`config.mk`:
```
export PLATFORM = sky130hd
export DESIGN_NAME = i2c_slave_regfile
export DESIGN_NICKNAME = d
export VERILOG_FILES = /design/src/rtl/i2c_pkg.sv /design/src/rtl/i2c_bus_sync.sv /design/src/rtl/i2c_slave_regfile.sv
export SDC_FILE = /design/constraint.sdc
export NUM_CORES = 1
export LEC_CHECK = 0
export CAP_MARGIN = 20
export CORE_UTILIZATION = 57
export CTS_CLUSTER_DIAMETER = 150
export DETAILED_ROUTE_END_ITERATION = 12
export PLACE_DENSITY = 0.85
export SETUP_SLACK_MARGIN = 0.5
export SLEW_MARGIN = 20
export SYNTH_ARGS = -nofsm -noshare
export SYNTH_HDL_FRONTEND = slang
export SYNTH_SLANG_ARGS = --single-unit
```
`constraint.sdc`:
```
create_clock -name clk -period 4.5 [get_ports clk]
set_clock_uncertainty 0.2 [all_clocks]
set_input_delay 0.9 -clock clk [delete_from_list [all_inputs] [get_ports clk]]
set_output_delay 0.9 -clock clk [all_outputs]
set_load 0.01 [all_outputs]
```
`src/rtl/i2c_pkg.sv`:
```
// Shared types and constants for the I2C slave register file.
//   i2c_state_e : byte-level protocol FSM states
//   I2C_ACK / I2C_NACK : SDA level of the ninth bit
//   RW_READ : value of the R/W bit that selects a read transfer
//   maj3 : 2-of-3 majority vote used by the optional glitch filter
package i2c_pkg;

  typedef enum logic [3:0] {
    IDLE,
    ADDR,
    ADDR_ACK,
    IDX,
    IDX_ACK,
    WR,
    WR_ACK,
    RD,
    MACK
  } i2c_state_e;

  localparam logic I2C_ACK  = 1'b0;
  localparam logic I2C_NACK = 1'b1;
  localparam logic RW_READ  = 1'b1;

  function automatic logic maj3(input logic [2:0] v);
    return (v[0] & v[1]) | (v[0] & v[2]) | (v[1] & v[2]);
  endfunction

endpackage

```
`src/rtl/i2c_bus_sync.sv`:
```
// Brings the SCL/SDA pads into the clk domain and produces bus events.
// Optional feature macro: I2C_SLAVE_GLITCH_FILT_EN (3-sample majority filter).
// Ports:
//   clk, rst_n         : system clock, async active-low reset
//   scl_i, sda_i       : raw pad inputs
//   sda                : conditioned SDA level, aligned with the event pulses
//   scl_rise, scl_fall : one-clk SCL edge pulses
//   start, stop        : one-clk START / STOP condition pulses
module i2c_bus_sync
  import i2c_pkg::*;
(
  input  logic clk,
  input  logic rst_n,
  input  logic scl_i,
  input  logic sda_i,
  output logic sda,
  output logic scl_rise,
  output logic scl_fall,
  output logic start,
  output logic stop
);

  logic [1:0] scl_sync, sda_sync;
  logic       scl_f, sda_f;
  logic       scl_d, sda_d;

  // Two-flop synchroniser; idle bus is high.
  always_ff @(posedge clk or negedge rst_n) begin
    if (!rst_n) begin
      scl_sync <= 2'b11;
      sda_sync <= 2'b11;
    end else begin
      scl_sync <= {scl_sync[0], scl_i};
      sda_sync <= {sda_sync[0], sda_i};
    end
  end

`ifdef I2C_SLAVE_GLITCH_FILT_EN
  logic [2:0] scl_hist, sda_hist;

  // A single-clk pulse never holds two of the three history slots.
  always_ff @(posedge clk or negedge rst_n) begin
    if (!rst_n) begin
      scl_hist <= 3'b111;
      sda_hist <= 3'b111;
      scl_f    <= 1'b1;
      sda_f    <= 1'b1;
    end else begin
      scl_hist <= {scl_hist[1:0], scl_sync[1]};
      sda_hist <= {sda_hist[1:0], sda_sync[1]};
      scl_f    <= maj3(scl_hist);
      sda_f    <= maj3(sda_hist);
    end
  end
`else
  assign scl_f = scl_sync[1];
  assign sda_f = sda_sync[1];
`endif

  // Edge and condition detection; SCL must be stable high for START/STOP.
  always_ff @(posedge clk or negedge rst_n) begin
    if (!rst_n) begin
      scl_d    <= 1'b1;
      sda_d    <= 1'b1;
      sda      <= 1'b1;
      scl_rise <= 1'b0;
      scl_fall <= 1'b0;
      start    <= 1'b0;
      stop     <= 1'b0;
    end else begin
      scl_d    <= scl_f;
      sda_d    <= sda_f;
      sda      <= sda_f;
      scl_rise <= scl_f & ~scl_d;
      scl_fall <= ~scl_f & scl_d;
      start    <= scl_f & scl_d & sda_d & ~sda_f;
      stop     <= scl_f & scl_d & ~sda_d & sda_f;
    end
  end

endmodule

```
`src/rtl/i2c_slave_regfile.sv`:
```
// I2C slave serving NUM_REGS x 8-bit registers with an auto-incrementing index.
// Optional feature macro: I2C_SLAVE_GLITCH_FILT_EN (SCL/SDA glitch filter in i2c_bus_sync).
// Ports:
//   clk, RST_N    : system clock (>= 16x SCL), async active-low reset
//   SCL_I, SDA_I  : pad inputs
//   SDA_OE        : 1 pulls SDA low (open-drain)
//   regs_q        : flat register contents, reg k at [8k+7:8k]
//   wr_stb        : one-clk pulse per register written over I2C
//   wr_idx/wr_data: index and data of that write, valid with wr_stb
//   busy          : transfer addressed to this slave in progress
module i2c_slave_regfile
  import i2c_pkg::*;
#(
  parameter logic [6:0]  DEV_ADDR  = 7'h55,
  parameter int unsigned NUM_REGS  = 16,
  parameter int unsigned IDX_W     = $clog2(NUM_REGS),
  parameter logic [7:0]  RESET_VAL = 8'h00
) (
  input  logic                  clk,
  input  logic                  RST_N,
  input  logic                  SCL_I,
  input  logic                  SDA_I,
  output logic                  SDA_OE,
  output logic [NUM_REGS*8-1:0] regs_q,
  output logic                  wr_stb,
  output logic [IDX_W-1:0]      wr_idx,
  output logic [7:0]            wr_data,
  output logic                  busy
);

  logic sda_s, scl_rise, scl_fall, start, stop;

  i2c_bus_sync u_bus_sync (
    .clk      (clk),
    .rst_n    (RST_N),
    .scl_i    (SCL_I),
    .sda_i    (SDA_I),
    .sda      (sda_s),
    .scl_rise (scl_rise),
    .scl_fall (scl_fall),
    .start    (start),
    .stop     (stop)
  );

  i2c_state_e       state_q, state_nx;
  logic [3:0]       bit_cnt_q, bit_cnt_nx;
  logic [7:0]       shift_q, shift_nx;
  logic [IDX_W-1:0] idx_q, idx_nx, idx_inc_c;
  logic             sda_oe_nx, busy_nx, wr_en_c;
  logic [7:0]       rd_byte_c;
  logic [7:0]       regs [NUM_REGS];

  assign rd_byte_c = regs[idx_q];
  assign idx_inc_c = (32'(idx_q) == NUM_REGS - 32'd1) ? '0 : idx_q + IDX_W'(1);

  for (genvar k = 0; k < int'(NUM_REGS); k++) begin : g_flat
    assign regs_q[8*k +: 8] = regs[k];
  end

  // State, datapath and output registers.
  always_ff @(posedge clk or negedge RST_N) begin
    if (!RST_N) begin
      state_q   <= IDLE;
      bit_cnt_q <= '0;
      shift_q   <= '0;
      idx_q     <= '0;
      SDA_OE    <= 1'b0;
      busy      <= 1'b0;
      wr_stb    <= 1'b0;
      wr_idx    <= '0;
      wr_data   <= '0;
      for (int i = 0; i < int'(NUM_REGS); i++) regs[i] <= RESET_VAL;
    end else begin
      state_q   <= state_nx;
      bit_cnt_q <= bit_cnt_nx;
      shift_q   <= shift_nx;
      idx_q     <= idx_nx;
      SDA_OE    <= sda_oe_nx;
      busy      <= busy_nx;
      wr_stb    <= wr_en_c;
      if (wr_en_c) begin
        regs[idx_q] <= shift_q;
        wr_idx      <= idx_q;
        wr_data     <= shift_q;
      end
    end
  end

  // Protocol FSM: bits shift in on SCL rise, SDA_OE only moves on SCL fall.
  always_comb begin
    state_nx   = state_q;
    bit_cnt_nx = bit_cnt_q;
    shift_nx   = shift_q;
    idx_nx     = idx_q;
    sda_oe_nx  = SDA_OE;
    busy_nx    = busy;
    wr_en_c    = 1'b0;

    if (stop) begin
      state_nx  = IDLE;
      sda_oe_nx = 1'b0;
      busy_nx   = 1'b0;
    end else if (start) begin
      state_nx   = ADDR;
      bit_cnt_nx = '0;
      sda_oe_nx  = 1'b0;
    end else begin
      unique case (state_q)
        IDLE: ;
        ADDR, IDX, WR: begin
          if (scl_rise) begin
            shift_nx   = {shift_q[6:0], sda_s};
            bit_cnt_nx = bit_cnt_q + 4'd1;
          end else if (scl_fall && bit_cnt_q == 4'd8) begin
            if (state_q == ADDR) begin
              if (shift_q[7:1] == DEV_ADDR) begin
                state_nx  = ADDR_ACK;
                sda_oe_nx = 1'b1;
                busy_nx   = 1'b1;
              end else begin
                state_nx  = IDLE;
                sda_oe_nx = 1'b0;
                busy_nx   = 1'b0;
              end
            end else if (state_q == IDX) begin
              if (32'(shift_q) < NUM_REGS) begin
                state_nx  = IDX_ACK;
                idx_nx    = IDX_W'(shift_q);
                sda_oe_nx = 1'b1;
              end else begin
                state_nx  = IDLE;
                sda_oe_nx = 1'b0;
                busy_nx   = 1'b0;
              end
            end else begin
              state_nx  = WR_ACK;
              sda_oe_nx = 1'b1;
            end
          end
        end
        ADDR_ACK: begin
          if (scl_fall) begin
            bit_cnt_nx = '0;
            if (shift_q[0] == RW_READ) begin
              // First read bit goes out on the same fall that ends the ACK.
              state_nx  = RD;
              shift_nx  = rd_byte_c;
              sda_oe_nx = ~rd_byte_c[7];
            end else begin
              state_nx  = IDX;
              sda_oe_nx = 1'b0;
            end
          end
        end
        IDX_ACK: begin
          if (scl_fall) begin
            state_nx   = WR;
            bit_cnt_nx = '0;
            sda_oe_nx  = 1'b0;
          end
        end
        WR_ACK: begin
          // Commit only once the ACK clock completes; a STOP inside it aborts.
          if (scl_fall) begin
            state_nx   = WR;
            bit_cnt_nx = '0;
            sda_oe_nx  = 1'b0;
            wr_en_c    = 1'b1;
            idx_nx     = idx_inc_c;
          end
        end
        RD: begin
          if (scl_rise) begin
            bit_cnt_nx = bit_cnt_q + 4'd1;
          end else if (scl_fall) begin
            if (bit_cnt_q == 4'd8) begin
              state_nx  = MACK;
              sda_oe_nx = 1'b0;
              idx_nx    = idx_inc_c;
            end else begin
              shift_nx  = {shift_q[6:0], 1'b0};
              sda_oe_nx = ~shift_q[6];
            end
          end
        end
        MACK: begin
          if (scl_rise) begin
            shift_nx = {shift_q[7:1], sda_s};
          end else if (scl_fall) begin
            if (shift_q[0] == I2C_ACK) begin
              state_nx   = RD;
              bit_cnt_nx = '0;
              shift_nx   = rd_byte_c;
              sda_oe_nx  = ~rd_byte_c[7];
            end else begin
              state_nx  = IDLE;
              sda_oe_nx = 1'b0;
              busy_nx   = 1'b0;
            end
          end
        end
        default: state_nx = IDLE;
      endcase
    end
  end

endmodule

```
==> reports/results.txt <==
# clock sinks: 173
P_leak: 4.669 nW
DRC: 0
first-pass GRT wire length: 35180 um
Synth Area in Compound Gates: 6.898%
GRT Util Overall: 31.69%
Adder-Cell Fraction of Synth Area: 0.8863%
FFs w/ async S/R, synth: 100.0%
Largest stage delay, worst path: 730 ps
Max Clock Freq: 322.5 MHz
Worst-Skew Late Latency: 430 ps
synthesis-to-layout area growth: 24.77%
Synth Area in XOR/XNOR: 0.2068%
total wire length: 22790 um
Syn Nets: 617
most numerous cell in the Yosys netlist: dfrtp_1
vias: 5988
top cells by count, synth: dfrtp_1 (167), mux2_2 (137), mux4_2 (31)
H-tree depth: 4
antenna viol nets, final: 0
peak supply drop: 0.3974 mV
Initial Util: 58.28%
routed length per instance: 24.53 um
FF-to-FF Start: state_q[1]
Main synth FF type: dfrtp_1
Die Width: 123.9 um
CTS tree: done
Clock Tree Buf Depth: 2
fin cells: 929
Max-slew headroom: 34.34%
vias in the first global route: 6137
Fin. Hold Viols: 0
Synth top area share: 49.34%
Slowest-stage cell, CP: dfrtp_1
Tmin final: 3101 ps
critical path launch point: state_q[1]
HPWL Detailed: 15180 um
CTS Root Buffer Type: clkbuf_16
register bit total from synthesis: 173
CTS Buf Count: 17
initial antenna violation count: 0
syn avg cell area: 13.95 um^2
CP Launch Type: flop
RSZ-0062 raised after global routing: false
dominant cells by area after synthesis: dfrtp_1 (49%), mux2_2 (18%), mux4_2 (8.2%)
share of cells above drive strength 1: 32.48%
CP arrival: 3210 ps
mux contribution to synthesized area: 28.66%
Via density: 6.446
Nets: 742
Pwr Density: 437.2 nW/um^2
core area: 14530 um^2
Seq. cell area: 4342 um^2
post_cts resized: 0
worst endpoint required time: 4610 ps
critical path fanouts, max: 26
Filler cells: 943
crit path cell chain: and2b_1 -> nand2_2 -> nor4_4 -> buf_4 -> nand3_4 -> mux2_2
Seq/Total Area, Yosys: 51.20%
CP top delay family: simple AND/OR/NAND/NOR gates
post-CTS setup buffers: 0
Initial DRC Count: 533
largest net degree at the start of global routing: 94
area leader, netlist: dfrtp_1
CTS clock-pin slew for the worst setup and hold paths: 70 ps
die height: 123.9 um
Tcrit/Tclk final: 68.91%
multi-input logic area: 3872 um^2
routability cong.: 0.8721
# diodes: 0
Slew Viols, Final: 0
critical path type: reg2reg
hold buffers post-CTS: 0
Final setup violation count: 0
Synth Area in Simple Gates: 9.010%
setup TNS: 0 ps
outcome: finished clean
Hold Startpoint: u_bus_sync.scl_sync[0]
die area: 15350 um^2
Slew @ Worst Pin: 984.9 ps
largest family of logic cells by synthesized area: multiplexers
worst min-delay path class: reg2reg
Cells after Synth: 607
Ys Warns: 0
post-synth cell types: 65
GRT overflow: 0
Tot Pwr: 4.621 mW
Max Cap Viol: 0
Port Buffers: 146
Syn Std Cell Area: 8471 um^2
CP bufs+invs: 1
1st-pass router iterations: 5
FP Rows: 44
Setup crit end kind: flop
io pins: 147
placed cell count: 897
Post-synth EDFFs: 0
[layout make-up]
class | count | area share [%]
tap | 184 | 2.178
clock buffer | 17 | 4.025
inverter | 12 | 0.4262
sequential | 173 | 41.08
multi-input combinational | 377 | 36.64
timing repair buffer | 151 | 14.19
clock inverter | 15 | 1.456
[routing by layer]
layer  up-vias  GRT usage (%)  wire (um)  share of wire, %
li1       2531              -          -                 -
met1      3121          42.47       9343                41
met2       281          49.72      11300                50
met3        55          8.425       1620               7.1
met4         0          11.98        529               2.3
met5         -              0          0                 0
[through the flow]
step                worst slack [ps]  util [%]  cell area [um^2]  hold WS (ps)
floorplan                       2264         -              8471         145.2
global placement                1617     68.67              9981         150.1
detailed placement              1487     68.71              9986         147.3
CTS                             1463     72.69             10570         161.3
global route                    1301     72.72             10570         163.1
finish                          1399     72.72             10570         159.3
[layout by cell type (no fill, tap or decap), types with 6 or more instances in the layout]
master	instances
a21oi_1	12
a22o_1	14
clkbuf_16	17
clkdlybuf4s50_1	145
dfrtp_1	165
dfstp_2	6
ha_1	6
inv_1	12
mux2_2	137
mux2i_1	13
mux4_2	31
nand2_1	24
nand3_4	16
nor2_1	15
o21ai_0	15
o221ai_1	8
[cells by family (layout without fill, tap and decap cells)]
kind of cell,count (synthesis),in the layout
mux,186,186
flops,173,173
simple gates,102,102
compound gates,81,81
buf+inv,57,195
fa+ha+maj,6,6
xor+xnor,2,2
[sequential cells by signal, indices dropped and copies added (netlist names), 2 cells and up]
name,count
regs_q,128
wr_idx,4
u_bus_sync.scl_sync,2
u_bus_sync.sda_sync,2
state_q,4
bit_cnt_q,4
wr_data,8
idx_q,4
shift_q,8
[path summary, 6_finish.rpt]
kind                                               end  slack (ps)  cells past startpoint
worst max-delay path                        regs_q[95]        1400                      6
worst min-delay path            u_bus_sync.scl_sync[1]         160                      0
worst max register to register              regs_q[95]        1400                      6
worst min register to register  u_bus_sync.scl_sync[1]         160                      0
max in group asynchronous                   regs_q[24]        2820                      2
min in group asynchronous                    regs_q[0]         320                      1
[report_power, final]
| part | switching (mW) | internal [mW] | total (mW) |
|---|---|---|---|
| logic | 0.531 | 0.472 | 1.00 |
| clock network | 0.665 | 0.780 | 1.44 |
| registers | 0.490 | 1.68 | 2.17 |
| total | 1.69 | 2.93 | 4.62 |
Power figures use the tool's default switching activity.
